`src/rtl/pcs_pkg.sv`:
```
// Shared 1000BASE-X PCS definitions: sync FSM state encoding, comma and
// K28.5 constants, and the legal 5b/6b and 3b/4b sub-block lists.
package pcs_pkg;

  localparam int unsigned CG_W    = 10;
  localparam int unsigned STATE_W = 4;

  // Synchronization FSM states (13 states, 4-bit encoding)
  typedef enum logic [STATE_W-1:0] {
    ST_LOSS_OF_SYNC     = 4'd0,
    ST_COMMA_DETECT_1   = 4'd1,
    ST_ACQUIRE_SYNC_1   = 4'd2,
    ST_COMMA_DETECT_2   = 4'd3,
    ST_ACQUIRE_SYNC_2   = 4'd4,
    ST_COMMA_DETECT_3   = 4'd5,
    ST_SYNC_ACQUIRED_1  = 4'd6,
    ST_SYNC_ACQUIRED_2  = 4'd7,
    ST_SYNC_ACQUIRED_2A = 4'd8,
    ST_SYNC_ACQUIRED_3  = 4'd9,
    ST_SYNC_ACQUIRED_3A = 4'd10,
    ST_SYNC_ACQUIRED_4  = 4'd11,
    ST_SYNC_ACQUIRED_4A = 4'd12
  } sync_state_e;

  localparam logic [CG_W-1:0] K28_5_RDN = 10'b0011111010;
  localparam logic [CG_W-1:0] K28_5_RDP = 10'b1100000101;

  localparam logic [6:0] COMMA_POS = 7'b0011111;
  localparam logic [6:0] COMMA_NEG = 7'b1100000;

  // Legal 6b sub-blocks (abcdei), both disparities, D.0..D.31 and K.28
  function automatic logic legal_6b(input logic [5:0] s);
    case (s)
      6'b100111, 6'b011000, 6'b011101, 6'b100010, 6'b101101, 6'b010010,
      6'b110001, 6'b110101, 6'b001010, 6'b101001, 6'b011001, 6'b111000,
      6'b000111, 6'b111001, 6'b000110, 6'b100101, 6'b010101, 6'b110100,
      6'b001101, 6'b101100, 6'b011100, 6'b010111, 6'b101000, 6'b011011,
      6'b100100, 6'b100011, 6'b010011, 6'b110010, 6'b001011, 6'b101010,
      6'b011010, 6'b111010, 6'b000101, 6'b110011, 6'b001100, 6'b100110,
      6'b010110, 6'b110110, 6'b001001, 6'b001110, 6'b101110, 6'b010001,
      6'b011110, 6'b100001, 6'b101011, 6'b010100, 6'b001111, 6'b110000:
        return 1'b1;
      default:
        return 1'b0;
    endcase
  endfunction

  // Legal 4b sub-blocks (fghj), data and control, both disparities
  function automatic logic legal_4b(input logic [3:0] f);
    case (f)
      4'b1011, 4'b0100, 4'b1001, 4'b0101, 4'b1100, 4'b0011, 4'b1101,
      4'b0010, 4'b1010, 4'b0110, 4'b1110, 4'b0001, 4'b0111, 4'b1000:
        return 1'b1;
      default:
        return 1'b0;
    endcase
  endfunction

  // Control code groups: K28.x plus K23.7, K27.7, K29.7, K30.7
  function automatic logic k_code(input logic [5:0] s, input logic [3:0] f);
    logic k28;
    logic k7_rdn;
    logic k7_rdp;
    k28    = (s == 6'b001111) || (s == 6'b110000);
    k7_rdn = (f == 4'b1000) && ((s == 6'b111010) || (s == 6'b110110) ||
                                (s == 6'b101110) || (s == 6'b011110));
    k7_rdp = (f == 4'b0111) && ((s == 6'b000101) || (s == 6'b001001) ||
                                (s == 6'b010001) || (s == 6'b100001));
    return k28 || k7_rdn || k7_rdp;
  endfunction

endpackage

```
`src/rtl/pcs_sync_if.sv`:
```
// Code-group bus between the upstream stream source and the sync stage.
interface pcs_sync_if;
  import pcs_pkg::*;

  logic [CG_W-1:0] rx_code_group;
  logic            code_sync_status;
  logic            rx_even;
  logic [CG_W-1:0] sync_code_group;
  logic            sync_is_comma;
  logic            sync_cg_bad;

  modport master (
    output rx_code_group,
    input  code_sync_status, rx_even, sync_code_group, sync_is_comma, sync_cg_bad
  );

  modport slave (
    input  rx_code_group,
    output code_sync_status, rx_even, sync_code_group, sync_is_comma, sync_cg_bad
  );

endinterface

```
`src/rtl/pcs_cg_check.sv`:
```
// Combinational code-group classifier: comma, invalid and control flags.
module pcs_cg_check
  import pcs_pkg::*;
(
  input  logic [CG_W-1:0] code_group,
  output logic            is_comma,
  output logic            cg_bad,
  output logic            is_k
);

  // Comma is a 7-bit prefix match; invalid means either sub-block illegal
  always_comb begin
    is_comma = (code_group[9:3] == COMMA_POS) || (code_group[9:3] == COMMA_NEG);
    cg_bad   = !legal_6b(code_group[9:4]) || !legal_4b(code_group[3:0]);
    is_k     = k_code(code_group[9:4], code_group[3:0]);
  end

endmodule

```
`src/rtl/pcs_sync.sv`:
```
// 1000BASE-X PCS code-group synchronization: comma acquisition, even/odd
// tracking and code_sync_status, with registered forwarding of the stream.
// Optional build macro PCS_SYNC_SIGNAL_DETECT_EN adds a signal_detect input.
module pcs_sync
  import pcs_pkg::*;
#(
  parameter int unsigned COMMA_TARGET = 3,
  parameter int unsigned GOOD_CGS_MAX = 3
) (
  input  logic       GTX_CLK,
  input  logic       mr_main_reset,
`ifdef PCS_SYNC_SIGNAL_DETECT_EN
  input  logic       signal_detect,
`endif
  pcs_sync_if.slave  sync_bus
);

  localparam int unsigned GC_W =
    ($clog2(GOOD_CGS_MAX + 1) > 2) ? $clog2(GOOD_CGS_MAX + 1) : 2;

  // Where a confirmed comma+/D/ leads, depending on how many commas are required
  localparam sync_state_e AFTER_CD1 =
    (COMMA_TARGET <= 1) ? ST_SYNC_ACQUIRED_1 : ST_ACQUIRE_SYNC_1;
  localparam sync_state_e AFTER_CD2 =
    (COMMA_TARGET <= 2) ? ST_SYNC_ACQUIRED_1 : ST_ACQUIRE_SYNC_2;

  sync_state_e     state_q, state_d;
  logic [GC_W-1:0] good_cgs_q, good_cgs_d;
  logic            rx_even_q, rx_even_d;
  logic            status_q, status_d;
  logic [CG_W-1:0] cg_q;
  logic            comma_q;
  logic            bad_q;

  logic            is_comma;
  logic            cg_bad;
  logic            is_k;
  logic            is_data;
  logic            cg_good;
  logic [GC_W-1:0] gc_inc;
  logic            gc_hit;
  logic            sd_ok;

  pcs_cg_check u_cg_check (
    .code_group (sync_bus.rx_code_group),
    .is_comma   (is_comma),
    .cg_bad     (cg_bad),
    .is_k       (is_k)
  );

`ifdef PCS_SYNC_SIGNAL_DETECT_EN
  logic [1:0] sd_sync_q;

  // Two-flop synchronizer for the asynchronous signal_detect
  always_ff @(posedge GTX_CLK or negedge mr_main_reset) begin
    if (!mr_main_reset) begin
      sd_sync_q <= 2'b00;
    end else begin
      sd_sync_q <= {sd_sync_q[0], signal_detect};
    end
  end

  assign sd_ok = sd_sync_q[1];
`else
  assign sd_ok = 1'b1;
`endif

  // Per-group qualifiers; cg_good uses the parity before this edge's update
  always_comb begin
    is_data = !cg_bad && !is_k;
    cg_good = !cg_bad && !(is_comma && rx_even_q);
    gc_inc  = (&good_cgs_q) ? good_cgs_q : good_cgs_q + GC_W'(1);
    gc_hit  = gc_inc >= GC_W'(GOOD_CGS_MAX);
  end

  // Next-state, good-group counter, parity and status
  always_comb begin
    state_d    = state_q;
    good_cgs_d = good_cgs_q;
    rx_even_d  = !rx_even_q;
    status_d   = 1'b0;

    case (state_q)
      ST_LOSS_OF_SYNC: begin
        if (is_comma) state_d = ST_COMMA_DETECT_1;
      end
      ST_COMMA_DETECT_1: state_d = is_data ? AFTER_CD1 : ST_LOSS_OF_SYNC;
      ST_COMMA_DETECT_2: state_d = is_data ? AFTER_CD2 : ST_LOSS_OF_SYNC;
      ST_COMMA_DETECT_3: state_d = is_data ? ST_SYNC_ACQUIRED_1 : ST_LOSS_OF_SYNC;
      ST_ACQUIRE_SYNC_1: begin
        if (cg_bad || (is_comma && rx_even_q)) state_d = ST_LOSS_OF_SYNC;
        else if (is_comma)                     state_d = ST_COMMA_DETECT_2;
      end
      ST_ACQUIRE_SYNC_2: begin
        if (cg_bad || (is_comma && rx_even_q)) state_d = ST_LOSS_OF_SYNC;
        else if (is_comma)                     state_d = ST_COMMA_DETECT_3;
      end
      ST_SYNC_ACQUIRED_1: begin
        if (!cg_good) state_d = ST_SYNC_ACQUIRED_2;
      end
      // The good group that leaves SA_n is the first of the recovery run
      ST_SYNC_ACQUIRED_2: begin
        good_cgs_d = cg_good ? GC_W'(1) : '0;
        state_d    = cg_good ? ST_SYNC_ACQUIRED_2A : ST_SYNC_ACQUIRED_3;
      end
      ST_SYNC_ACQUIRED_2A: begin
        good_cgs_d = gc_inc;
        if (!cg_good)    state_d = ST_SYNC_ACQUIRED_3;
        else if (gc_hit) state_d = ST_SYNC_ACQUIRED_1;
      end
      ST_SYNC_ACQUIRED_3: begin
        good_cgs_d = cg_good ? GC_W'(1) : '0;
        state_d    = cg_good ? ST_SYNC_ACQUIRED_3A : ST_SYNC_ACQUIRED_4;
      end
      ST_SYNC_ACQUIRED_3A: begin
        good_cgs_d = gc_inc;
        if (!cg_good)    state_d = ST_SYNC_ACQUIRED_4;
        else if (gc_hit) state_d = ST_SYNC_ACQUIRED_2;
      end
      ST_SYNC_ACQUIRED_4: begin
        good_cgs_d = cg_good ? GC_W'(1) : '0;
        state_d    = cg_good ? ST_SYNC_ACQUIRED_4A : ST_LOSS_OF_SYNC;
      end
      ST_SYNC_ACQUIRED_4A: begin
        good_cgs_d = gc_inc;
        if (!cg_good)    state_d = ST_LOSS_OF_SYNC;
        else if (gc_hit) state_d = ST_SYNC_ACQUIRED_3;
      end
      default: state_d = ST_LOSS_OF_SYNC;
    endcase

    if (!sd_ok) state_d = ST_LOSS_OF_SYNC;

    if (state_d inside {ST_COMMA_DETECT_1, ST_COMMA_DETECT_2, ST_COMMA_DETECT_3})
      rx_even_d = 1'b1;

    status_d = state_d inside {ST_SYNC_ACQUIRED_1,  ST_SYNC_ACQUIRED_2,
                               ST_SYNC_ACQUIRED_2A, ST_SYNC_ACQUIRED_3,
                               ST_SYNC_ACQUIRED_3A, ST_SYNC_ACQUIRED_4,
                               ST_SYNC_ACQUIRED_4A};
  end

  // State and output registers; forwarded group and flags share one stage
  always_ff @(posedge GTX_CLK or negedge mr_main_reset) begin
    if (!mr_main_reset) begin
      state_q    <= ST_LOSS_OF_SYNC;
      good_cgs_q <= '0;
      rx_even_q  <= 1'b0;
      status_q   <= 1'b0;
      cg_q       <= '0;
      comma_q    <= 1'b0;
      bad_q      <= 1'b0;
    end else begin
      state_q    <= state_d;
      good_cgs_q <= good_cgs_d;
      rx_even_q  <= rx_even_d;
      status_q   <= status_d;
      cg_q       <= sync_bus.rx_code_group;
      comma_q    <= is_comma;
      bad_q      <= cg_bad;
    end
  end

  assign sync_bus.code_sync_status = status_q;
  assign sync_bus.rx_even          = rx_even_q;
  assign sync_bus.sync_code_group  = cg_q;
  assign sync_bus.sync_is_comma    = comma_q;
  assign sync_bus.sync_cg_bad      = bad_q;

endmodule

```
`src/flat_wrapper.sv`:
```
// flat-port wrapper written by rule: the top's interface ports become plain ports
module pcs_sync_flat import pcs_pkg::*;
#(
  parameter int unsigned COMMA_TARGET = 3,
  parameter int unsigned GOOD_CGS_MAX = 3
)
  (GTX_CLK, mr_main_reset, sync_bus_rx_code_group, sync_bus_code_sync_status, sync_bus_rx_even, sync_bus_sync_code_group, sync_bus_sync_is_comma, sync_bus_sync_cg_bad);
  pcs_sync_if sync_bus_i ();
  input  logic GTX_CLK;
  input  logic mr_main_reset;
  input wire logic [$bits(sync_bus_i.rx_code_group)-1:0] sync_bus_rx_code_group;
  output wire logic [$bits(sync_bus_i.code_sync_status)-1:0] sync_bus_code_sync_status;
  output wire logic [$bits(sync_bus_i.rx_even)-1:0] sync_bus_rx_even;
  output wire logic [$bits(sync_bus_i.sync_code_group)-1:0] sync_bus_sync_code_group;
  output wire logic [$bits(sync_bus_i.sync_is_comma)-1:0] sync_bus_sync_is_comma;
  output wire logic [$bits(sync_bus_i.sync_cg_bad)-1:0] sync_bus_sync_cg_bad;
  assign sync_bus_i.rx_code_group = sync_bus_rx_code_group;
  assign sync_bus_code_sync_status = sync_bus_i.code_sync_status;
  assign sync_bus_rx_even = sync_bus_i.rx_even;
  assign sync_bus_sync_code_group = sync_bus_i.sync_code_group;
  assign sync_bus_sync_is_comma = sync_bus_i.sync_is_comma;
  assign sync_bus_sync_cg_bad = sync_bus_i.sync_cg_bad;
  pcs_sync #(.COMMA_TARGET(COMMA_TARGET), .GOOD_CGS_MAX(GOOD_CGS_MAX)) u_core (.GTX_CLK(GTX_CLK), .mr_main_reset(mr_main_reset), .sync_bus(sync_bus_i));
endmodule
```
`config.mk`:
```
export PLATFORM = sky130hd
export DESIGN_NAME = pcs_sync_flat
export DESIGN_NICKNAME = d
export VERILOG_FILES = /design/src/rtl/pcs_pkg.sv /design/src/rtl/pcs_sync_if.sv /design/src/rtl/pcs_cg_check.sv /design/src/rtl/pcs_sync.sv /design/src/flat_wrapper.sv
export SDC_FILE = /design/constraint.sdc
export NUM_CORES = 1
export LEC_CHECK = 0
export ABC_CLOCK_PERIOD_IN_PS = 1500
export CORE_ASPECT_RATIO = 0.75
export CORE_MARGIN = 2
export CORE_UTILIZATION = 44
export CTS_CLUSTER_DIAMETER = 100
export DETAILED_ROUTE_END_ITERATION = 12
export GPL_ROUTABILITY_DRIVEN = 0
export PLACE_DENSITY = 0.8
export SYNTH_ARGS = -nofsm -noshare
export SYNTH_HDL_FRONTEND = slang
export SYNTH_SLANG_ARGS = --single-unit
export TNS_END_PERCENT = 100
```
`constraint.sdc`:
```
create_clock -name GTX_CLK -period 1.5 [get_ports GTX_CLK]
set_clock_uncertainty 0.05 [all_clocks]
set_input_delay 0.45 -clock GTX_CLK [delete_from_list [all_inputs] [get_ports GTX_CLK]]
set_output_delay 0.45 -clock GTX_CLK [all_outputs]
set_load 0.02 [all_outputs]
```
==> qor.txt <==
post-detailed-route wirelength per cell = 15.2 um
cell types occupying the most area after synthesis = sky130_fd_sc_hd__dfrtp_1 46%, sky130_fd_sc_hd__nand2_1 3.4%, sky130_fd_sc_hd__a21oi_1 3.2%, sky130_fd_sc_hd__o21ai_0 3.2%, sky130_fd_sc_hd__a21o_1 2.8%
Avg Cell Area, Syn = 9.74 um2
setup repair after global routing missed its margin = yes
Data arrival, critical path = 2350 ps
number of failing setup endpoints in the final timing report = 9
final cell count without fillers = 205
endpoint required time on the critical path = 1660 ps
maximum number of pins on one net before global-route repair = 21
synthesis-to-finish area growth = 55.3%
part of the power in combinational logic = 0.253
CTS root buffer = sky130_fd_sc_hd__clkbuf_4
post-synthesis async set-or-reset flop share = 1.00
number of synthesized flops with an enable pin = 0
shortest clock period the worst path allows after layout = 2200 ps
highest-count cells in the layout ignoring fill and taps = 31 x sky130_fd_sc_hd__buf_4, 19 x sky130_fd_sc_hd__dfrtp_1, 9 x sky130_fd_sc_hd__nand2_1, 9 x sky130_fd_sc_hd__clkbuf_2
Most used DFF post-synth = sky130_fd_sc_hd__dfrtp_1
critical path capture point type = flip-flop
instance area after placement = 1570 um2
number of synthesized register bits = 20
# rows = 15
via count = 1,105
relative contribution of the clock network to total power = 0.313
worst min path class = input port to flip-flop
Routed Antenna Nets = 0
TritonCTS clock tree = yes
Die X-Extent = 61.5 um
number of top-level pins = 26
First-pass DRT Iterations = 4
core area = 2330 um2
fraction of final layout cells with drive strength greater than 1 = 0.409
run status = finished, violations left
chip height = 47.1 um
largest fanout of any net on the critical path = 5
startpoint types = input port
library cell with the largest summed area after synthesis = sky130_fd_sc_hd__dfrtp_1
starting utilization of the core area = 0.469
switching power share of the total = 0.274
final-layout setup total negative slack = -4130 ps
clock slew at the register clock pins of the worst setup and hold paths = 110 ps
total routing usage reported by global routing = 0.240
total design power = 1420 uW
leak pwr = 0.000832 uW
Switch Pwr = 390 uW
routed wire length = 3120 um
vias per cell = 5.39
count of H-tree levels built during CTS = 1
# nets final = 184
count of synthesis-stage warnings from yosys = 0
Synthesized Nets = 124
clk sinks = 20
number of antenna violations at the first check in global routing = 0
clk_lat worst skew = 310 ps
power share of the sequential group = 0.434
transition at the pin with the smallest max-transition slack = 431 ps
Layout Cell Area excl Fill = 1690 um2
post-route fraction of the period consumed by the critical path = 1.46
sequential element share of the synthesized area = 0.459
via count of the first global-routing pass = 1,050
worst-case setup margin in the final layout = -695 ps
max_cap viols = 0
Hold Vio Cnt, Final = 0
largest voltage drop on the vdd net = 0.761 mV
Critical Setup Path Class = input port to flip-flop
violated checks = setup timing
Distinct cells, synth = 42
antenna cells = 0
internal power summed over all cells = 1030 uW
post-synthesis cell area = 1090 um2
total half-perimeter wirelength after legalization and detailed placement = 2160 um
Port-buffer cells = 25
GRT overflow = 0
Residual DRC = 0
placed cells = 194
maximum buffer depth of the clock tree = 2
DR iter-0 viols = 62
Power per Cell Area = 839 nW/um2
die outline area = 2900 um2
most common library cell in the layout ignoring fill and taps = sky130_fd_sc_hd__buf_4
slew margin rel. = 0.712
area fraction of the dominant cell type after synthesis = 0.459
global-route wire length before repair = 4950 um
fmax = 455 MHz
Inserted Clock Buffers = 3
post-synthesis instance total = 112
final slew viol count = 0
## cell type report
class	instances	area (um2)
sequential	20	502
tap	34	42.5
clock inverter	1	30.0
inverter	7	26.3
timing repair buffer	60	482
multi-input combinational	80	589
fill	181	633
clock buffer	3	22.5
## final timing paths
path                                                                 to  slack (ps)                             start  depth (start not counted)
setup / recovery             u_core.sync_bus.code_sync_status$_DFF_PN0_        -700         sync_bus_rx_code_group[4]                          9
hold / removal             u_core.sync_bus.sync_code_group[2]$_DFF_PN0_         320         sync_bus_rx_code_group[2]                          1
setup reg to reg             u_core.sync_bus.code_sync_status$_DFF_PN0_         -90       u_core.state_q[3]$_DFF_PN0_                          6
hold reg to reg                        u_core.good_cgs_q[1]$_DFFE_PN0P_         520  u_core.good_cgs_q[0]$_DFFE_PN0P_                          2
max in group asynchronous                   u_core.state_q[2]$_DFF_PN0_         760                     mr_main_reset                          2
min in group asynchronous  u_core.sync_bus.sync_code_group[7]$_DFF_PN0_         410                     mr_main_reset                          2
## routing by layer
| layer | track usage | part of all wire | vias up |
|---|---|---|---|
| li1 | - | - | 524 |
| met1 | 0.328 | 0.46 | 528 |
| met2 | 0.379 | 0.46 | 41 |
| met3 | 0.0523 | 0.048 | 12 |
| met4 | 0.0851 | 0.024 | 0 |
| met5 | 0 | 0 | - |
## sequential cells by signal, indices dropped and copies added, names as in the netlist
name and count:
u_core.good_cgs_q 2, u_core.state_q 4, u_core.sync_bus.sync_code_group 10, u_core.sync_bus.rx_even 1, u_core.sync_bus.code_sync_status 1, u_core.sync_bus.sync_is_comma 1, u_core.sync_bus.sync_cg_bad 1
## cells in the mapped netlist (all sizes together) (2+ instances only)
master	n
nand2	10
o211ai	3
a21oi	7
or3	3
nand2b	3
nand3	3
a31oi	2
nor3	2
o21ai	7
nand4	2
clkbuf	2
a21o	4
buf	3
nor2	5
inv	7
nor4	3
dfrtp	20
xor2	2
a21boi	2
a211o	3
## worst max-delay path: stages
cell and delay (ps):
sky130_fd_sc_hd__buf_6 90, sky130_fd_sc_hd__or3_4 380, sky130_fd_sc_hd__or3_4 340, sky130_fd_sc_hd__mux2_4 300, sky130_fd_sc_hd__o211ai_4 250, sky130_fd_sc_hd__buf_6 140, sky130_fd_sc_hd__mux2i_1 70, sky130_fd_sc_hd__a21o_1 180
sky130_fd_sc_hd__a21o_1 150
## power groups by stage
stage / logic, uW / registers [uW] / clock network [uW]
final: 360 / 616 / 445
after global routing: 391 / 623 / 470
after CTS: 329 / 617 / 452
after detailed placement: 331 / 628 / 0
after global placement: 322 / 626 / 0
after floorplan: 124 / 655 / 0
## cells by family (layout without fill, tap and decap cells)
family	after synthesis	count (layout)	share of synthesized area
and+or+nand+nor	40	40	0.204
muxes	2	2	0.0229
xor gates and xnor gates	2	2	0.0161
DFF	20	20	0.459
AOI/OAI and AO/OA	36	36	0.248
buffers and inverters	12	71	0.0505
## through the flow
step                      worst slack [ps]  utilization  hold WS [ps]
after floorplan                       -932            -           104
after global placement               -1270        0.673           494
after detailed placement             -1340        0.673           504
after CTS                             -763        0.711           341
after global routing                  -714        0.728           303
final                                 -695        0.728           315
## what timing repair did
item / 4_1_cts / 5_1_grt
gates resized for setup: 49 / 33
hold buffers: 0 / 0
setup buffers: 3 / 5
pin swaps: 9 / 9
endpoints found under the setup margin: 23 / 22
Note: power is estimated with default switching activity, not from simulation.
